==> src/rtl/control_unit.sv <==
// Multi-cycle fetch/decode control unit for the 8-bit datapath.
// Drives register bank selects/strobes and ALU opcode; owns PC and zero flag.
module control_unit (
    input  logic       clk,
    input  logic       reset,
    output logic [7:0] imem_addr,
    input  logic [7:0] imem_data,
    input  logic       alu_zero,
    output logic [1:0] rf_sr1,
    output logic [1:0] rf_sr2,
    output logic [1:0] rf_dr,
    output logic       rf_write,
    output logic       rf_wr_sel,
    output logic [7:0] imm,
    output logic [2:0] alu_op,
    output logic       zflag,
    output logic       halted
);

    typedef enum logic [2:0] {
        S_FETCH,
        S_DECODE,
        S_FETCH2,
        S_IMM,
        S_EXEC,
        S_HALT
    } state_t;

    state_t     state;
    logic [7:0] pc;
    logic [7:0] ir;
    logic [3:0] opc;
    logic       is_alu;
    logic       in_exec;

    assign opc     = ir[7:4];
    assign is_alu  = (opc >= 4'h1) && (opc <= 4'h7);
    assign in_exec = (state == S_EXEC);

    function automatic logic two_byte(input logic [3:0] op);
        return (op == 4'h8) || (op == 4'h9) || (op == 4'hA);
    endfunction

    always_ff @(posedge clk) begin
        if (reset) begin
            state <= S_FETCH;
            pc    <= 8'h00;
            ir    <= 8'h00;
            imm   <= 8'h00;
            zflag <= 1'b0;
        end else begin
            unique case (state)
                S_FETCH:  state <= S_DECODE;
                S_DECODE: begin
                    ir    <= imem_data;
                    pc    <= pc + 8'h01;
                    state <= two_byte(imem_data[7:4]) ? S_FETCH2 : S_EXEC;
                end
                S_FETCH2: state <= S_IMM;
                S_IMM: begin
                    imm   <= imem_data;
                    pc    <= pc + 8'h01;
                    state <= S_EXEC;
                end
                S_EXEC: begin
                    state <= S_FETCH;
                    if (is_alu || opc == 4'hB)
                        zflag <= alu_zero;
                    if (opc == 4'h9 || (opc == 4'hA && zflag))
                        pc <= imm;
                    if (opc == 4'hF)
                        state <= S_HALT;
                end
                S_HALT:   state <= S_HALT;
                default:  state <= S_FETCH;
            endcase
        end
    end

    // Strobes decode from state/IR; reset gates the write so an
    // interrupted EXEC never commits.
    always_comb begin
        alu_op = 3'd0;
        if (in_exec && is_alu)
            alu_op = opc[2:0] - 3'd1;
        else if (in_exec && opc == 4'hB)
            alu_op = 3'd1;
    end

    assign rf_write  = in_exec && (is_alu || opc == 4'h8) && !reset;
    assign rf_wr_sel = in_exec && (opc == 4'h8);
    assign halted    = (state == S_HALT);
    assign imem_addr = pc;
    assign rf_sr1    = ir[3:2];
    assign rf_sr2    = ir[1:0];
    assign rf_dr     = ir[3:2];

endmodule

==> config.mk <==
export PLATFORM = sky130hd
export DESIGN_NAME = control_unit
export DESIGN_NICKNAME = d
export VERILOG_FILES = /design/src/rtl/control_unit.sv
export SDC_FILE = /design/constraint.sdc
export NUM_CORES = 1
export LEC_CHECK = 0
export CAP_MARGIN = 30
export CELL_PAD_IN_SITES_DETAIL_PLACEMENT = 1
export CELL_PAD_IN_SITES_GLOBAL_PLACEMENT = 1
export CORE_ASPECT_RATIO = 1.4
export CORE_MARGIN = 3
export CORE_UTILIZATION = 30
export CTS_CLUSTER_SIZE = 40
export DETAILED_ROUTE_END_ITERATION = 6
export PLACE_DENSITY_LB_ADDON = 0.1
export SYNTH_ARGS = -nofsm -noshare
export SYNTH_HDL_FRONTEND = slang
export SYNTH_SLANG_ARGS = --single-unit
==> constraint.sdc <==
create_clock -name clk -period 2.15 [get_ports clk]
set_input_delay 0.43 -clock clk [delete_from_list [all_inputs] [get_ports clk]]
set_output_delay 0.43 -clock clk [all_outputs]
set_load 0.03 [all_outputs]
==> results.cfg, run 1 <==
[critical_path]
startpoint = state[0]
cp_max_fo = 10
endpoint_kind = primary output
rr_worst_depth = 5
cp.required_ns = 1.72
startpoint_type = flop
regToRegStartpoint = state[0]
path_class = flop to primary output
cp_data_arrival_time_ns = 1.65

[sta]
period_needed_ns = 2.08
fin_crit_sh = 0.967
max_slew.worst_pin.slew_ns = 0.419
rsz0062_at_grt = true
setup-tns-final_ns = 0
max_freq_mhz = 481
finClkSkew_ns = 0.00584
layout_setup_ws_ns = 0.0719
slew_violations = 0
hold_viol = 0
whs_ns = 0.476
slew_headroom = 0.720
setup_viol = 0

[final_layout]
n_antenna_cell = 0
area_growth_pct = 37.8
fin_cells = 288
seq_area_um2 = 569
fillers = 599
drive_gt1_frac = 0.161
final_common_cell = clkdlybuf4s50_1
nets = 242
fin_util = 0.433
multi_input_comb_area_um2 = 913
layout_common_cells = clkdlybuf4s50_1, dfxtp_1, nor2_1, a21oi_1

[job]
maxCapViolCount = 0

[global_routing]
grt_start_max_net_pins = 29
grt_first_pass_wirelength_mm = 7.49
grt_pass1_vias = 1550
grt-ovfl-total = 0
track_usage = 0.155
grt_antenna_before_repair = 0

[floorplanning]
die_h_um = 90.6
die_w_um = 66.4
die_area_um2 = 6020
core_um2 = 4880
io_pins = 40
start_util = 0.314
fp-row-count = 30

[pwr]
swShare = 0.284
power.density_nw_per_um2 = 608
p_int_uw = 920
pwr-share-seq = 0.444
ir_drop_mv = 0.453
p_comb_frac = 0.231
p_sw_uw = 366
leakage_nw = 0.759
p_clk_frac = 0.325

[placed_design]
place_ws_ns = 0.144
portBuffers = 39
post-place-cells = 282
globalplace.congestion = 0.735
hpwl_mm = 3.43

[clock_tree]
cts_root_buf = clkbuf_8
cts_tree = built
numCtsBuffers = 3
clkSinkCount = 28
clk_path_buf_depth = 2
clock_latency_ns = 0.28
clk_pin_slew_ns = 0.10
htreeDepth = 1

[min_path]
hold_path_depth = 2
holdCritStartpoint = imm[7]
hold_class = flop to flop

[route]
vias_per_cell = 5.05
routed_wl_mm = 4.35
first_pass_iters = 4
dr_total_vias = 1454
wire_per_inst_um = 15.1
drc_errors = 0
drtIter0Drc = 28
antenna_left = 0

[synthesis]
ys_seq_area_frac = 0.365
ys_ff_latch = 28
ys_types = 39
synthCells = 189
syn_nets = 206
yosysWarnings = 0
syn_area_per_cell_um2 = 8.12
synth_area_um2 = 1530

[run_status]
status = complete, no violations
layout make-up:
cell class	instances	share of cell area
Timing Repair Buffer	48	0.217
Inverter	5	0.0101
Tap cell	64	0.0379
Clock buffer	3	0.0195
Multi-Input combinational cell	139	0.432
Sequential cell	28	0.269
Clock inverter	1	0.0142
metal layers:
metal | vias to the layer above | track usage | part of all wire
met4 | 0 | 0.0356 | 0.0092
met5 | - | 0 | 0
met3 | 4 | 0.0249 | 0.030
met2 | 26 | 0.287 | 0.56
met1 | 695 | 0.179 | 0.40
li1 | 729 | - | -
flip-flops by register name, summed over array words and instances, names as in the netlist:
name / flops
imem_addr: 8
state: 3
zflag: 1
ir: 8
imm: 8
worst paths after layout:
kind / end / slack [ns]
max: rf_write / 0.07
max reg2reg: imem_addr[2] / 0.31
min reg2reg: imm[7] / 0.48
min: imm[7] / 0.48
cells in the mapped netlist:
cell type	number	share of area
buf_1	1	0.0024
and2_1	7	0.029
a41oi_1	1	0.0057
a31oi_1	3	0.012
buf_2	3	0.0098
nand3_1	8	0.026
nor3b_1	3	0.015
clkbuf_1	5	0.012
nand2b_1	4	0.016
a211oi_1	1	0.0049
nor2_1	20	0.049
o21ai_0	9	0.029
and3_1	2	0.0082
o31a_1	1	0.0057
or3b_4	1	0.0073
and3b_1	2	0.011
a221oi_1	1	0.0057
a21oi_2	1	0.0057
o31ai_1	1	0.0049
dfxtp_1	28	0.37
buf_4	6	0.029
a21oi_1	20	0.065
a2111oi_0	1	0.0057
nor3_1	7	0.023
o31ai_4	1	0.014
ha_1	6	0.049
nand3b_1	2	0.0098
nand4_1	2	0.0082
inv_1	5	0.012
buf_6	2	0.015
a311oi_1	1	0.0057
or3b_2	2	0.011
a21bo_2	1	0.0065
o21a_1	1	0.0049
mux2i_1	7	0.046
o21ai_1	5	0.016
and2b_1	1	0.0049
nand2_1	13	0.032
nor4_1	4	0.016
power groups by stage:
stage	clock [mW]	sequential (mW)	combinational [mW]
finish	0.418	0.571	0.297
global route	0.456	0.577	0.326
CTS	0.435	0.570	0.287
detailed placement	0	0.582	0.279
global placement	0	0.579	0.272
floorplan	0	0.584	0.188
per-stage QoR:
step           cell area [um^2]  total power, mW
3_3_place_gp               1980            0.852
4_1_cts                    2070             1.29
3_5_place_dp               1980            0.861
2_1_floorplan              1550            0.771
6_report                   2110             1.29
5_1_grt                    2110             1.36
what timing repair did:
| action | CTS | global route |
|---|---|---|
| gates resized for setup | 8 | 7 |
| buffers inserted | 2 | 0 |
| endpoints found under the setup margin | 4 | 5 |
| pin swaps | 2 | 0 |
| hold buffers | 0 | 0 |
worst max-delay path: stages, from the launching register on:
cell and delay, ns:
dfxtp_2 0.38, or3b_4 0.46, a2111oi_4 0.32, buf_4 0.21
logic make-up (layout without fill, tap and decap cells):
logic type | after synthesis | count (layout) | share of synthesized area
and+or+nand+nor | 78 | 78 | 0.267
AOI/OAI and AO/OA | 48 | 48 | 0.193
DFF | 28 | 28 | 0.365
buffers and inverters | 22 | 57 | 0.0807
muxes | 7 | 7 | 0.0457
adders and majority gates | 6 | 6 | 0.0489
No activity file was read; power rests on OpenSTA's default activity.
==> run 2, diff against run 1 <==
--- a/config.mk
+++ b/config.mk
@@ -9,11 +9,12 @@
 export CELL_PAD_IN_SITES_DETAIL_PLACEMENT = 1
 export CELL_PAD_IN_SITES_GLOBAL_PLACEMENT = 1
 export CORE_ASPECT_RATIO = 1.4
-export CORE_MARGIN = 3
+export CORE_MARGIN = 5
 export CORE_UTILIZATION = 30
 export CTS_CLUSTER_SIZE = 40
 export DETAILED_ROUTE_END_ITERATION = 6
 export PLACE_DENSITY_LB_ADDON = 0.1
+export SETUP_SLACK_MARGIN = 0.3
 export SYNTH_ARGS = -nofsm -noshare
 export SYNTH_HDL_FRONTEND = slang
 export SYNTH_SLANG_ARGS = --single-unit
==> results.cfg, run 2 (synthesis results as in run 1) <==
[run_status]
status = complete, no violations

[route]
dr_total_vias = 1604
wire_per_inst_um = 17.5
first_pass_iters = 4
antenna_left = 0
drc_errors = 0
routed_wl_mm = 5.42
vias_per_cell = 5.19
drtIter0Drc = 64

[pwr]
power.density_nw_per_um2 = 588
ir_drop_mv = 0.228
leakage_nw = 0.970

[critical_path]
crit_path_top_delay_cell = or3b_4
cp_data_arrival_time_ns = 1.66
cp.required_ns = 1.72
startpoint_type = flop
crit_top_cell = buf_6
max_stage_delay_ns = 0.41
cp_max_fo = 4
path_cells = inv_4 > ha_4 > or3b_4 > buf_6 > nand2_4 > nor3_4 > buf_6
path_class = flop to primary output
endpoint_kind = primary output
r2r_slack_ns = 0.25

[final_layout]
nets = 263
layout_common_cells = buf_4, clkdlybuf4s50_1, dfxtp_1
n_antenna_cell = 0
area_growth_pct = 58.4
fillers = 582
design_area_um2 = 2430
drive_gt1_frac = 0.322
final_common_cell = buf_4

[sta]
setup_viol = 0
hold_viol = 0
period_needed_ns = 2.09
fin_crit_sh = 0.974
layout_setup_ws_ns = 0.0563
finClkSkew_ns = 0.00815
max_slew.worst_pin.slew_ns = 0.544
max_freq_mhz = 478
slew_headroom = 0.634
slew_violations = 0
whs_ns = 0.488
rsz0062_at_grt = true

[placed_design]
portBuffers = 39
hpwl_mm = 3.81
place_ws_ns = -0.182
globalplace.congestion = 0.743
placed_cell_area_um2 = 2040

[clock_tree]
clkSinkCount = 28
clk_path_buf_depth = 2
cts_tree = built
cts_root_buf = clkbuf_8
clk_pin_slew_ns = 0.11
htreeDepth = 1
clock_latency_ns = 0.28
numCtsBuffers = 3
cts_hold_repair.buffers = 0

[floorplanning]
start_util = 0.312
die_h_um = 94.6
core_um2 = 4920
die_w_um = 70.4
io_pins = 40
fp-row-count = 30
die_area_um2 = 6660

[global_routing]
grt_antenna_before_repair = 0
grt-ovfl-total = 0
track_usage = 0.156
grt_first_pass_wirelength_mm = 8.40
grt_pass1_vias = 1719
grt_start_max_net_pins = 29

[min_path]
hold_class = flop to flop

[job]
maxCapViolCount = 0
-- run 2: cell types whose count changed in the layout (fill, tap and decap cells not counted), sizes merged --
cell,before,now
buf,14,35
clkdlybuf4s15,0,1
clkdlybuf4s50,34,25
dlygate4sd2,0,5
dlymetal6s2s,0,3
-- run 2: routing by layer --
layer / global-route usage / part of all wire
met3: 0.0277 / 0.031
met5: 0 / 0
met4: 0.0495 / 0.012
met2: 0.310 / 0.54
met1: 0.164 / 0.41
-- run 2: what timing repair did --
action	in CTS	in global routing
endpoints found under the setup margin	17	17
buffers inserted	8	5
gates resized for setup	40	39
pin swaps	7	16
-- run 2: worst max-delay path: cells and delay by family, from the launching register on --
| kind | cells | cell delay (ns) |
|---|---|---|
| fa+ha+maj | 1 | 0.15 |
| buf+inv | 3 | 0.34 |
| flops | 1 | 0.39 |
| simple gates | 3 | 0.52 |
-- run 2: metrics by stage --
stage               power (mW)  cells   util  setup TNS (ns)
detailed placement       0.895    292  0.415          -0.182
floorplan                0.771    189      -               0
global route              1.49    309  0.494               0
CTS                       1.38    304  0.462               0
global placement         0.880    292  0.415         -0.0942
finish                    1.43    309  0.494               0
-- run 2: path summary, 6_finish.rpt --
kind | cells past startpoint | startpoint | end
max | 7 | ir[4] | alu_op[1]
max reg2reg | 8 | state[1] | imem_addr[1]
min | 2 | imm[2] | imm[2]
min reg2reg | 2 | imm[2] | imm[2]
-- run 2: layout make-up --
| class | instances | area, um^2 | share of cell area |
|---|---|---|---|
| inverters | 5 | 23.8 | 0.00978 |
| clock buffers | 3 | 41.3 | 0.0170 |
| clock inverters | 1 | 30.0 | 0.0124 |
| multi-input cells | 139 | 1040 | 0.429 |
| well taps | 64 | 80.1 | 0.0330 |
| flip-flops and latches | 28 | 569 | 0.234 |
| repair buffers | 69 | 642 | 0.264 |
-- run 2: where the power goes --
part,leakage [nW],internal (mW),total [mW],switching (mW)
Clock,0.0357,0.250,0.427,0.177
Combinational,0.704,0.202,0.435,0.232
Sequential,0.230,0.542,0.566,0.0247
==> run 3, diff against run 2 <==
--- a/config.mk
+++ b/config.mk
@@ -14,6 +14,7 @@
 export CTS_CLUSTER_SIZE = 40
 export DETAILED_ROUTE_END_ITERATION = 6
 export PLACE_DENSITY_LB_ADDON = 0.1
+export RECOVER_POWER = 25
 export SETUP_SLACK_MARGIN = 0.3
 export SYNTH_ARGS = -nofsm -noshare
 export SYNTH_HDL_FRONTEND = slang
==> constraint.sdc (replaced) <==
create_clock -name clk -period 2.7 [get_ports clk]
set_input_delay 0.54 -clock clk [delete_from_list [all_inputs] [get_ports clk]]
set_output_delay 0.54 -clock clk [all_outputs]
set_load 0.03 [all_outputs]
==> results.cfg, run 3 (synthesis results as in run 1) <==
[min_path]
whs_endpoint = imm[2]
hold_class = flop to flop
holdCritStartpoint = imm[2]
hold_path_depth = 2

[final_layout]
seq_area_um2 = 567
design_area_um2 = 2000
fillers = 600
area_growth_pct = 30.1
multi_input_comb_area_um2 = 868
fin_cells = 284
drive_gt1_frac = 0.118
n_antenna_cell = 0
layout_common_cells = clkdlybuf4s50_1, dfxtp_1, nor2_1, a21oi_1, nand2_1
final_common_cell = clkdlybuf4s50_1
nets = 238
fin_util = 0.406

[clock_tree]
clk_path_buf_depth = 2
clkSinkCount = 28
cts_hold_repair.buffers = 0
post_cts_buffers = 0
cts_tree = built
cts_root_buf = clkbuf_8
numCtsBuffers = 3
clock_latency_ns = 0.27
clk_pin_slew_ns = 0.10
htreeDepth = 1

[global_routing]
grt_first_pass_wirelength_mm = 7.34
grt_start_max_net_pins = 29
grt-ovfl-total = 0
track_usage = 0.135
grt_antenna_before_repair = 0
grt_pass1_vias = 1541

[critical_path]
cp.required_ns = 2.16
timing.rr.end = state[0]
cp_data_arrival_time_ns = 1.77
max_stage_delay_ns = 0.49
r2r_slack_ns = 0.68
crit_path_top_delay_cell = or3b_4
regToRegStartpoint = state[1]
startpoint_type = flop
path_cells = or3b_4 > a2111oi_2 > buf_4
endpoint_kind = primary output
path_class = flop to primary output
cp_max_fo = 11
rr_worst_depth = 6

[floorplanning]
core_um2 = 4920
start_util = 0.312
fp-row-count = 30
io_pins = 40
die_w_um = 70.4
die_h_um = 94.6
die_area_um2 = 6660

[pwr]
finalPower_uw = 932
leakage_nw = 0.710
power.density_nw_per_um2 = 467
ir_drop_mv = 0.173

[placed_design]
placed_cell_area_um2 = 1950
hpwl_mm = 3.48
portBuffers = 39
place_ws_ns = 0.116
globalplace.congestion = 0.736
post-place-cells = 280

[route]
drtIter0Drc = 72
routed_wl_mm = 4.52
wire_per_inst_um = 15.9
drc_errors = 0
dr_total_vias = 1464
antenna_left = 0
vias_per_cell = 5.15
first_pass_iters = 4

[sta]
slew_violations = 0
rsz0062_at_grt = false
max_freq_mhz = 433
setup_viol = 0
slew_headroom = 0.372
hold_viol = 0
layout_setup_ws_ns = 0.392
max_slew.worst_pin.slew_ns = 0.942
fin_crit_sh = 0.855
whs_ns = 0.487
finClkSkew_ns = 0.00949
period_needed_ns = 2.31
setup-tns-final_ns = 0

[job]
maxCapViolCount = 0

[run_status]
status = complete, no violations
run 3: layout make-up:
type,count,share of cell area
multi-input cells,139,0.435
flip-flops and latches,28,0.284
repair buffers,44,0.204
well taps,64,0.0401
clock buffers,4,0.0276
inverters,5,0.00940
run 3: layer usage:
layer | GRT usage | part of all wire
met1 | 0.151 | 0.42
met2 | 0.262 | 0.53
met3 | 0.0309 | 0.038
met4 | 0.0192 | 0.0049
met5 | 0 | 0
run 3: power breakdown:
group          internal [mW]  switching (mW)  total, mW
Combinational         0.0889           0.124      0.213
Sequential             0.431          0.0251      0.456
Clock                  0.131           0.133      0.264
Total                  0.650           0.282      0.932
run 3: what timing repair did:
action,4_1_cts,5_1_grt
pin swaps,0,1
setup endpoints to repair,5,2
endpoints found under the hold margin,0,0
gates resized for setup,21,7
run 3: worst max path at each step:
stage / startpoint / endpoint / cells past startpoint
2_1_floorplan: state[0] / rf_write / 4
3_3_place_gp: ir[5] / alu_op[0] / 6
3_5_place_dp: ir[5] / alu_op[0] / 6
4_1_cts: ir[5] / alu_op[0] / 6
5_1_grt: state[0] / rf_wr_sel / 3
6_report: state[2] / rf_write / 3
run 3: critical path: cells and delay by family (launching register included):
kind | cells | cell delay (ns)
flops | 1 | 0.42
simple gates | 1 | 0.49
compound gates | 1 | 0.36
buf+inv | 1 | 0.22
